### src/rtl/natv_tim.sv
// Timer/counter behind a native-memory-interface target port: prescaler, compare, overflow IRQ.
// Latency: one response pulse on nmi_ready_o exactly 1 clk after a request is accepted.
// Backpressure: no stalls; an accepted request blocks the next accept for one cycle (max 1 per 2 clk).
module natv_tim #(
  parameter int CNT_WIDTH  = 32,
  parameter int PSCR_WIDTH = 16
) (
  input  logic        clk_i,
  input  logic        rst_n_i,
  input  logic        nmi_valid_i,
  input  logic [31:0] nmi_addr_i,
  input  logic [31:0] nmi_wdata_i,
  input  logic [3:0]  nmi_wstrb_i,
  output logic [31:0] nmi_rdata_o,
  output logic        nmi_ready_o,
  output logic        irq_o
);

  localparam logic [2:0] ADDR_CTRL = 3'd0;
  localparam logic [2:0] ADDR_PSCR = 3'd1;
  localparam logic [2:0] ADDR_CNT  = 3'd2;
  localparam logic [2:0] ADDR_CMP  = 3'd3;
  localparam logic [2:0] ADDR_STAT = 3'd4;

  // architectural state
  logic                  en;
  logic                  irqen;
  logic                  oneshot;
  logic [PSCR_WIDTH-1:0] pscr;
  logic [PSCR_WIDTH-1:0] pdiv;
  logic [CNT_WIDTH-1:0]  cnt;
  logic [CNT_WIDTH-1:0]  cmp;
  logic                  ovf;

  // access decode
  logic [2:0]  reg_idx;
  logic        acc;
  logic        wr;
  logic        wr_ctrl;
  logic        wr_pscr;
  logic        wr_cnt;
  logic        wr_cmp;
  logic        wr_stat;
  logic        ovf_clr;

  // zero-extended register views and byte-merged write values
  logic [31:0] ctrl_ext;
  logic [31:0] pscr_ext;
  logic [31:0] cnt_ext;
  logic [31:0] cmp_ext;
  logic [31:0] pscr_new;
  logic [31:0] cnt_new;
  logic [31:0] cmp_new;
  logic [31:0] rd_mux;

  // counting
  logic        pdiv_hit;
  logic        tick;
  logic        cnt_match;
  logic        wrap;

  logic        unused_ok;

  // Replace only the strobed bytes of a register value.
  function automatic logic [31:0] byte_merge(input logic [31:0] old_val,
                                             input logic [31:0] wdata,
                                             input logic [3:0]  wstrb);
    logic [31:0] res;
    res = old_val;
    for (int b = 0; b < 4; b++) begin
      if (wstrb[b]) res[8*b +: 8] = wdata[8*b +: 8];
    end
    return res;
  endfunction

  assign reg_idx = nmi_addr_i[4:2];
  assign acc     = nmi_valid_i & ~nmi_ready_o;
  assign wr      = acc & (|nmi_wstrb_i);
  assign wr_ctrl = wr & (reg_idx == ADDR_CTRL);
  assign wr_pscr = wr & (reg_idx == ADDR_PSCR);
  assign wr_cnt  = wr & (reg_idx == ADDR_CNT);
  assign wr_cmp  = wr & (reg_idx == ADDR_CMP);
  assign wr_stat = wr & (reg_idx == ADDR_STAT);
  assign ovf_clr = wr_stat & nmi_wstrb_i[0] & nmi_wdata_i[0];

  // Prescaler terminal count produces a tick; a SW write of CNT on the same edge swallows
  // the tick entirely, so it can neither overflow nor stop a one-shot.
  assign pdiv_hit  = (pdiv == pscr);
  assign tick      = en & pdiv_hit;
  assign cnt_match = (cnt == cmp);
  assign wrap      = tick & cnt_match & ~wr_cnt;

  // Widen registers to bus width and build merged write data.
  always_comb begin
    ctrl_ext = '0;
    pscr_ext = '0;
    cnt_ext  = '0;
    cmp_ext  = '0;
    ctrl_ext[2:0]            = {oneshot, irqen, en};
    pscr_ext[PSCR_WIDTH-1:0] = pscr;
    cnt_ext[CNT_WIDTH-1:0]   = cnt;
    cmp_ext[CNT_WIDTH-1:0]   = cmp;
    pscr_new = byte_merge(pscr_ext, nmi_wdata_i, nmi_wstrb_i);
    cnt_new  = byte_merge(cnt_ext,  nmi_wdata_i, nmi_wstrb_i);
    cmp_new  = byte_merge(cmp_ext,  nmi_wdata_i, nmi_wstrb_i);
  end

  // Read data mux; unmapped slots read as zero.
  always_comb begin
    rd_mux = '0;
    case (reg_idx)
      ADDR_CTRL: rd_mux = ctrl_ext;
      ADDR_PSCR: rd_mux = pscr_ext;
      ADDR_CNT:  rd_mux = cnt_ext;
      ADDR_CMP:  rd_mux = cmp_ext;
      ADDR_STAT: rd_mux = {31'd0, ovf};
      default:   rd_mux = '0;
    endcase
  end

  // Bits intentionally ignored: undecoded address bits and bytes above the register widths.
  assign unused_ok = ^{nmi_addr_i[31:5], nmi_addr_i[1:0], pscr_new, cnt_new, cmp_new};

  // Response: single-cycle ready pulse with read data captured on the accept edge.
  always_ff @(posedge clk_i or negedge rst_n_i) begin
    if (!rst_n_i) begin
      nmi_ready_o <= 1'b0;
      nmi_rdata_o <= '0;
    end else begin
      nmi_ready_o <= acc;
      if (acc) nmi_rdata_o <= rd_mux;
    end
  end

  // CTRL: a SW write of the low byte overrides the one-shot auto-disable.
  always_ff @(posedge clk_i or negedge rst_n_i) begin
    if (!rst_n_i) begin
      en      <= 1'b0;
      irqen   <= 1'b0;
      oneshot <= 1'b0;
    end else if (wr_ctrl && nmi_wstrb_i[0]) begin
      en      <= nmi_wdata_i[0];
      irqen   <= nmi_wdata_i[1];
      oneshot <= nmi_wdata_i[2];
    end else if (wrap && oneshot) begin
      en      <= 1'b0;
    end
  end

  // PSCR and CMP: plain byte-strobed registers.
  always_ff @(posedge clk_i or negedge rst_n_i) begin
    if (!rst_n_i) begin
      pscr <= '0;
      cmp  <= '0;
    end else begin
      if (wr_pscr) pscr <= pscr_new[PSCR_WIDTH-1:0];
      if (wr_cmp)  cmp  <= cmp_new[CNT_WIDTH-1:0];
    end
  end

  // Prescale divider: restarts on any PSCR write, holds while disabled.
  always_ff @(posedge clk_i or negedge rst_n_i) begin
    if (!rst_n_i) begin
      pdiv <= '0;
    end else if (wr_pscr) begin
      pdiv <= '0;
    end else if (en) begin
      pdiv <= pdiv_hit ? '0 : pdiv + PSCR_WIDTH'(1);
    end
  end

  // Main counter: SW write beats the tick; on a compare hit it restarts from zero.
  always_ff @(posedge clk_i or negedge rst_n_i) begin
    if (!rst_n_i) begin
      cnt <= '0;
    end else if (wr_cnt) begin
      cnt <= cnt_new[CNT_WIDTH-1:0];
    end else if (tick) begin
      cnt <= cnt_match ? '0 : cnt + CNT_WIDTH'(1);
    end
  end

  // Overflow flag: hardware set dominates a simultaneous write-one-to-clear.
  always_ff @(posedge clk_i or negedge rst_n_i) begin
    if (!rst_n_i) begin
      ovf <= 1'b0;
    end else begin
      ovf <= wrap | (ovf & ~ovf_clr);
    end
  end

  assign irq_o = ovf & irqen;

endmodule
### config.mk
export PLATFORM = sky130hd
export DESIGN_NAME = natv_tim
export DESIGN_NICKNAME = d
export VERILOG_FILES = /design/src/rtl/natv_tim.sv
export SDC_FILE = /design/constraint.sdc
export NUM_CORES = 1
export LEC_CHECK = 0
export CAP_MARGIN = 5
export CORE_UTILIZATION = 31
export CTS_CLUSTER_DIAMETER = 40
export DETAILED_ROUTE_END_ITERATION = 12
export PLACE_DENSITY_LB_ADDON = 0.2
export SETUP_SLACK_MARGIN = 0.2
export SKIP_CTS_REPAIR_TIMING = 1
export SYNTH_ARGS = -nofsm -noshare
export SYNTH_HDL_FRONTEND = slang
export SYNTH_SLANG_ARGS = --single-unit
### constraint.sdc
create_clock -name clk_i -period 3.9 [get_ports clk_i]
set_input_delay 0.39 -clock clk_i [delete_from_list [all_inputs] [get_ports clk_i]]
set_output_delay 0.39 -clock clk_i [all_outputs]
set_load 0.005 [all_outputs]
Word-level counts from Yosys, hierarchy flattened
Cells that the tools add are included.
{"block": "word_totals", "elab_cells": 77, "reg_bits": 133, "output_inout_bits": 34, "inputBits": 71}
{"block": "classes", "bitwise": 18, "n_mux": 13, "reduce_logical": 17, "n_eq_ne": 10, "add_sub_neg": 2}
{"cell": "$pmux W32 S5", "n": 1}
{"cell": "$mux W32", "n": 3}
{"cell": "$mux W16", "n": 3}
{"cell": "$add A32 B1 Y32 const B", "n": 1}
{"cell": "$eq A32 B32 Y1", "n": 1}
{"cell": "$mux W8", "n": 4}
{"cell": "$reduce_and A2 Y1", "n": 10}
{"cell": "$add A16 B1 Y16 const B", "n": 1}
{"cell": "$eq A16 B16 Y1", "n": 1}
{"cell": "$and A1 B1 Y1", "n": 14}
{"cell": "$ne A2 B2 Y1 const B", "n": 4}
{"cell": "$eq A3 B2 Y1 const B", "n": 2}
{"cell": "$reduce_bool A2 Y1", "n": 3}
{"cell": "$reduce_or A4 Y1", "n": 1}
{"cell": "$eq A3 B1 Y1 const B", "n": 1}
{"cell": "$eq A3 B3 Y1 const B", "n": 1}
{"cell": "$logic_not A3 Y1", "n": 1}
{"cell": "$not A1 Y1", "n": 3}
{"cell": "$logic_and A1 B1 Y1", "n": 2}
{"cell": "$mux W1", "n": 2}
{"cell": "$or A1 B1 Y1", "n": 1}

Depth between registers and ports, before layout
Gate-level depths: netlist of the first run.
{"block": "depth", "word_depth": 9, "depth_mapped": 9, "depth_no_buf": 7}

Least setup slack after synthesis of the first run
OpenSTA, ideal clock, no wires.
{"block": "synth_timing", "kind": "reg2reg", "start": "reg cnt[0]", "end": "reg cnt[22]", "n_path_buf": 0, "setup_time_ns": 0.087, "t_required_ns": 3.813, "path_stages_with_launch": 8, "arrival_ns": 2.125, "setup_slack_ns": 1.688, "cell_sequence": "dfrtp_1 > ha_1 > nand4_1 > nor4_2 > and2_1 > nand3_1 > or4b_1 > o211ai_1"}
{"block": "synth_between", "elab_chain_cells": 4}
{"item": "start: declaration", "line": "31", "source": "logic [CNT_WIDTH-1:0] cnt;"}
{"item": "start signal: assignment", "line": "177", "source": "cnt <= cnt_new[CNT_WIDTH-1:0];"}
{"item": "start signal: assignment", "line": "179", "source": "cnt <= cnt_match ? '0 : cnt + CNT_WIDTH'(1);"}
{"item": "$add A32 B1 Y32 / $eq A32 B32 Y1 (equally long branches)", "line": "179, 90"}
{"item": "$mux W32 *", "line": "179"}
{"item": "$mux W32 *", "line": "178", "source": "end else if (tick) begin"}
{"item": "$mux W32 *", "line": "176", "source": "end else if (wr_cnt) begin"}
Mark *: on every way between the ends. The rest lies on a longest branch, timed or not. The select of a mux whose other input is x is not followed.
A chain may end at the register's enable or synchronous reset.

Final worst setup path of the first run
{"block": "layout_timing", "start": "in nmi_wstrb_i[1]", "end": "reg cnt[22]"}
{"block": "layout_between", "elab_chain_cells": 5}
{"item": "start: declaration", "line": "13", "source": "input logic [3:0] nmi_wstrb_i,"}
{"item": "$reduce_or A4 Y1 *", "line": "78", "source": "assign wr = acc & (|nmi_wstrb_i);"}
{"item": "$and A1 B1 Y1 *", "line": "78"}
{"item": "$and A1 B1 Y1 *", "line": "81", "source": "assign wr_cnt = wr & (reg_idx == ADDR_CNT);"}
{"item": "$ne A2 B2 Y1 (no line) / $reduce_bool A2 Y1 (equally long branches)"}
{"item": "$reduce_and A2 Y1 (no line)"}
Mark *: on every way between the ends. The rest lies on a longest branch, timed or not.

==> results of run 1 <==
## power groups by stage
stage | Sequential [W] | Clock, W | Combinational (W)
2_1_floorplan | 0.00197 | 0 | 0.000939
3_3_place_gp | 0.00208 | 0 | 0.00140
3_5_place_dp | 0.00209 | 0 | 0.00141
4_1_cts | 0.00207 | 0.00175 | 0.00141
5_1_grt | 0.00212 | 0.00181 | 0.00155
6_report | 0.00207 | 0.00172 | 0.00140
## path summary, 6_finish.rpt
check	start	endpoint	slack, ps	depth (start not counted)
worst min-delay path	rst_n_i	nmi_rdata_o[28]	70	1
worst max register to register	cnt[4]	en	1110	6
min in group clk_i	nmi_rdata_o[29]	nmi_rdata_o[29]	470	2
worst min register to register	nmi_rdata_o[29]	nmi_rdata_o[29]	470	2
worst max-delay path	nmi_wstrb_i[1]	cnt[22]	1040	8
max in group asynchronous	rst_n_i	nmi_rdata_o[3]	2940	2
## layer usage
layer  part of all wire  track usage  vias up
li1                   -            -     2716
met1               0.47       0.2604     2901
met2               0.48       0.3067      124
met3              0.035      0.03326       10
met4             0.0070      0.04524        0
met5                  0            0        -
## state kept, by name, indices dropped and copies added (netlist names)
register / cells
pdiv: 16
cnt: 32
en: 1
irqen: 1
ovf: 1
pscr: 16
nmi_rdata_o: 32
oneshot: 1
cmp: 32
nmi_ready_o: 1
## cell usage in the layout (no fill, tap or decap), types with 3 or more instances in the layout
cell type        count
o31a_1               4
a22oi_1             28
or2_2                5
clkdlybuf4s50_1     73
a21o_1               3
nor4_2               3
and2_1               4
clkinv_2             3
nand3_1             27
nand2b_1             3
nor4_1               6
xor2_1               7
nand2_1             60
a32oi_1              8
a21oi_1             26
nor3_1               9
and3_1               7
o211ai_1             6
clkbuf_1             3
mux2i_1             17
o21ai_0             39
inv_1               34
nor2_1              37
clkbuf_16           17
dfrtp_1            133
buf_4               18
a22o_1               4
mux2_2              65
and4_1               3
nand4_1             22
or4_1                3
a31oi_1              3
bufinv_16            4
o22ai_1             19
xnor2_1             51
mux4_2               3
## through the flow
| stage | worst slack, ps | cell area [um^2] | total power (W) | hold slack [ps] | utilization |
|---|---|---|---|---|---|
| finish | 1041 | 8856 | 0.005186 | 65.49 | 0.3924 |
| detailed placement | 659.3 | 8240 | 0.003497 | 469.1 | 0.3651 |
| floorplan | 1688 | 7126 | 0.002908 | 94.41 | - |
| global placement | 705.5 | 8240 | 0.003483 | 461.1 | 0.3651 |
| CTS | 1101 | 8856 | 0.005229 | 116.7 | 0.3924 |
| global route | 887.7 | 8856 | 0.005483 | 153.0 | 0.3924 |
## logic make-up (layout without fill, tap and decap cells)
family / count (synthesis) / after routing / share of synthesized area
buffers and inverters: 70 / 158 / 0.03810
xor gates and xnor gates: 58 / 58 / 0.07129
AOI/OAI and AO/OA: 156 / 156 / 0.1433
muxes: 85 / 85 / 0.1361
DFF: 133 / 133 / 0.4671
and+or+nand+nor: 198 / 198 / 0.1406
adders and majority gates: 2 / 2 / 0.003511
## cell type report
cell class	instances	area share
Sequential cell	133	0.3758
Tap cell	285	0.04027
Clock buffer	22	0.05242
Timing Repair Buffer	93	0.09960
Clock inverter	9	0.01710
Multi-Input combinational cell	499	0.4004
Inverter	34	0.01441
==> metrics.yaml, run 1 <==
status: "complete, no violations"
yosys_register_bits: 133
yosys_warnings: 0
maxSlewViolCount: 0
multi_input_area_um2: 3546
critPathKind: "in -> reg"
cts_buffer_depth: 2
yosys.area.top_type: "dfrtp_1"
cts_max_level: 4
start_util: 0.3157
critPathMaxStageDelay_ps: 570
fin_cells: 1075
drive_above_1_share: 0.1620
worst_pin_slew_ps: 929.8
n_antenna_cell: 0
ant_nets: 0
synth_top_cell_area_share: 0.4671
chipWidth_um: 153.6
period_share: 0.7330
vias_per_cell: 5.350
synth.avg_cell_area_um2: 10.15
syn_nets: 775
synth_area_leaders: "dfrtp_1 47%, mux2_2 10%, xnor2_1 6.3%, nand2_1 3.2%, a22oi_1 2.9%"
tritoncts: "done"
yosysMostFrequentCell: "dfrtp_1"
synth-edff-count: 0
synth_cell_types: 55
fin_nets: 851
finalHoldViolCount: 0
grt_max_degree: 96
endpoint_kind: "register"
nFillCells: 2239
powerDensity_nw_per_um2: 585.6
rows: 55
clk_pin_slew_ps: 60
synthesis.area_um2: 7126
critical-path-top-delay-family: "simple AND/OR/NAND/NOR gates"
slowest_stage: "clkdlybuf4s50_1"
cp_num_buf_inv: 2
wirelength_mm: 21.16
fmax_mhz: 349.8
path_cells: "clkdlybuf4s50_1 -> nor4_2 -> nor4_4 -> buf_4 -> nor2_1 -> a21oi_2 -> or4b_1 -> o211ai_1"
skew_ps: 8.717
critical_path.max_fanout: 13
rsz0062_at_grt: "no"
synth_ff_type: "dfrtp_1"
placed_cells: 1044
gp_congestion: 0.8089
internal_power_w: 0.003459
area_delta_synth_final_pct: 24.28
numPortBuffers: 75
grt_pass1_wl_mm: 34.20
setup_viol: 0
clockRootBuffer: "clkbuf_16"
core_um2: 22570
synth_cells: 702
synth_common_cells: "133 x dfrtp_1, 65 x mux2_2, 60 x nand2_1"
via_count: 5751
dieArea_um2: 23600
grt_pass1_vias: 5875
track_usage: 0.1888
clock_sinks: 133
async_reset_ff_frac: 1.000
dr.pass1.iters: 5
numCtsBuffers: 17
wl_per_cell_um: 19.68
drtIter0Drc: 331
clk-insertion-delay-late_ps: 420
globalRouteOverflowTotal: 0
slew_headroom: 0.3802
antenna_found_initial: 0
pin_count: 105
drc: 0
maxCapViolations: 0
combPwrFrac: 0.270
p_sw_w: 0.001727
fin_tns_setup_ps: 0
cp-start-kind: "input port"
cp.arrival_ps: 3200
p_leak_nw: 3.661
min_period_ps: 2859
power_frac_clock: 0.331
dpl.hpwl_mm: 15.26
cp.required_ps: 4240
p_sw_frac: 0.3330
hp-class: "in -> async"
irDropWorstVdd_mv: 0.3125
die_h_um: 153.6
regArea_um2: 3328
seqPwrFrac: 0.399
ys_seq_area_frac: 0.4671
No activity file was read; power rests on OpenSTA's default activity.
==> inputs of run 2 (changes only) <==
==> constraint.sdc (replaced) <==
create_clock -name clk_i -period 3 [get_ports clk_i]
set_input_delay 0.3 -clock clk_i [delete_from_list [all_inputs] [get_ports clk_i]]
set_output_delay 0.3 -clock clk_i [all_outputs]
set_load 0.005 [all_outputs]
==> run 2 against run 1 <==
Non-clock buffer count grew 17. Largest cell class unchanged. Largest power group unchanged. Via count up 0.33%. Cell count up 1.5%. Die area unchanged. Highest routed layer unchanged. Clock skew down 2.9 ps. Utilization rose by 0.29 points.
==> metrics.yaml, run 2 (synthesis results as in run 1) <==
final_util: 0.3953  # was 0.3924
rsz0062_at_grt: "no"  # unchanged
clk-insertion-delay-late_ps: 420  # about the same
min_period_ps: 2411
die_h_um: 153.6  # unchanged
reg2reg_setup_slack_ps: 590  # was 1110 ps
setup_viol: 0  # unchanged
ant_nets: 0  # unchanged
final_common_cell: "dfrtp_1"  # unchanged
tritoncts: "done"  # unchanged
area_delta_synth_final_pct: 25.22  # was 24.28%
dpl.hpwl_mm: 15.38  # was 15.26 mm
final_cell_mix: "133 x dfrtp_1, 73 x clkdlybuf4s50_1, 65 x mux2_2, 60 x nand2_1, 51 x xnor2_1"  # unchanged
globalRouteOverflowTotal: 0  # unchanged
period_share: 0.8036
skew_ps: 5.856  # was 8.717 ps
numCtsBuffers: 17  # unchanged
cp.arrival_ps: 2750  # was 3200 ps
dieArea_um2: 23600  # unchanged
drive_above_1_share: 0.1739  # was 0.1620
core_um2: 22570  # unchanged
p_leak_nw: 3.709  # was 3.661 nW
nFillCells: 2280  # was 2,239
maxCapViolations: 0  # unchanged
endpoint_kind: "register"  # unchanged
cts_max_level: 4  # unchanged
clockRootBuffer: "clkbuf_16"  # unchanged
gp_congestion: 0.8449  # was 0.8089
cp-start-kind: "register"  # was input port
reg_top3: "cmp x32, cnt x32, nmi_rdata_o x32"  # unchanged
vias_per_cell: 5.289  # was 5.350
grt_pass1_vias: 5777  # was 5,875
track_usage: 0.1871  # was 0.1888
slew_headroom: 0.3825  # was 0.3802
wirelength_mm: 20.87  # was 21.16 mm
r2r_start: "pscr[11]"  # was cnt[4]
powerDensity_nw_per_um2: 724.5  # was 585.6 nW/um^2
maxSlewViolCount: 0  # unchanged
cp.required_ps: 3340  # was 4240 ps
worst_pin_slew_ps: 924.3  # was 929.8 ps
irDropWorstVdd_mv: 0.4169  # was 0.3125 mV
ff2ff_path_depth: 7  # was 6
fmax_mhz: 414.8
grt_pass1_wl_mm: 33.67  # was 34.20 mm
dr.pass1.iters: 5  # unchanged
hp-class: "in -> async"  # unchanged
critical_path.max_fanout: 9  # was 13
fin_tns_setup_ps: 0  # unchanged
drtIter0Drc: 344  # was 331
critPathKind: "reg -> reg"  # was in -> reg
start_util: 0.3157  # unchanged
wl_per_cell_um: 19.13  # was 19.68 um
drc: 0  # unchanged
status: "complete, no violations"  # unchanged
cts_buffer_depth: 2  # unchanged
rows: 55  # unchanged
finalHoldViolCount: 0  # unchanged
crit_start: "pscr[11]"  # was nmi_wstrb_i[1]
fin_nets: 868  # was 851
stdcell_area_um2: 8922  # was 8856 um^2
via_count: 5770  # was 5,751
clk_pin_slew_ps: 60  # about the same
grt_max_degree: 76  # was 96
pin_count: 105  # unchanged
r2r_end: "cnt[19]"  # was en
antenna_found_initial: 1  # was 0
crit_end: "cnt[19]"  # was cnt[22]
clock_sinks: 133  # unchanged
chipWidth_um: 153.6  # unchanged
placed_area_um2: 8386  # was 8240 um^2
numPortBuffers: 75  # unchanged
run 2: per-layer routing:
| metal | wire length (um) | part of all wire | vias up | track usage |
|---|---|---|---|---|
| met1 | 9951 | 0.48 | 2887 | 0.2527 |
| met3 | 725 | 0.035 | 20 | 0.03608 |
| li1 | - | - | 2752 | - |
| met4 | 252 | 0.012 | 0 | 0.06143 |
| met5 | 0 | 0 | - | 0 |
| met2 | 9939 | 0.48 | 111 | 0.3004 |
run 2: cell type report:
| class | instances | area (um^2) | share of cell area |
|---|---|---|---|
| clock inverter | 5 | 52.55 | 0.005890 |
| inverter | 34 | 127.6 | 0.01430 |
| timing repair buffer | 110 | 1037 | 0.1163 |
| sequential | 133 | 3328 | 0.3730 |
| multi-input combinational | 499 | 3546 | 0.3974 |
| tap | 285 | 356.6 | 0.03997 |
| antenna | 1 | 2.502 | 0.0002805 |
| clock buffer | 24 | 471.7 | 0.05287 |
run 2: stage by stage:
step	power, W	std cells	hold slack (ps)	setup WS [ps]
global route	0.006861	1090	283.2	374.6
global placement	0.004560	1060	147.3	240.6
floorplan	0.003781	702	4.409	787.9
detailed placement	0.004571	1060	145.5	190.0
finish	0.006464	1091	276.8	589.2
CTS	0.006535	1089	-312.7	549.6
run 2: worst min path at each step:
stage,startpoint,end,cells after the start
final,rst_n_i,cmp[29],2
after global routing,rst_n_i,cmp[29],2
after CTS,rst_n_i,nmi_rdata_o[28],1
after detailed placement,rst_n_i,nmi_rdata_o[28],1
after global placement,rst_n_i,nmi_rdata_o[29],1
after floorplan,rst_n_i,cmp[0],0
run 2: critical path, cell delays in order (launching register included):
cell and delay [ps]:
dfrtp_1 430, xnor2_1 240, nand4_1 160, nor4_2 450, buf_4 280, a21oi_2 130, or4b_1 530, o211ai_1 100
run 2: report_power, final:
part,switching (W),internal (W)
clock network,0.000763,0.00116
logic,0.000952,0.000903
registers,0.000490,0.00219
total,0.00220,0.00426
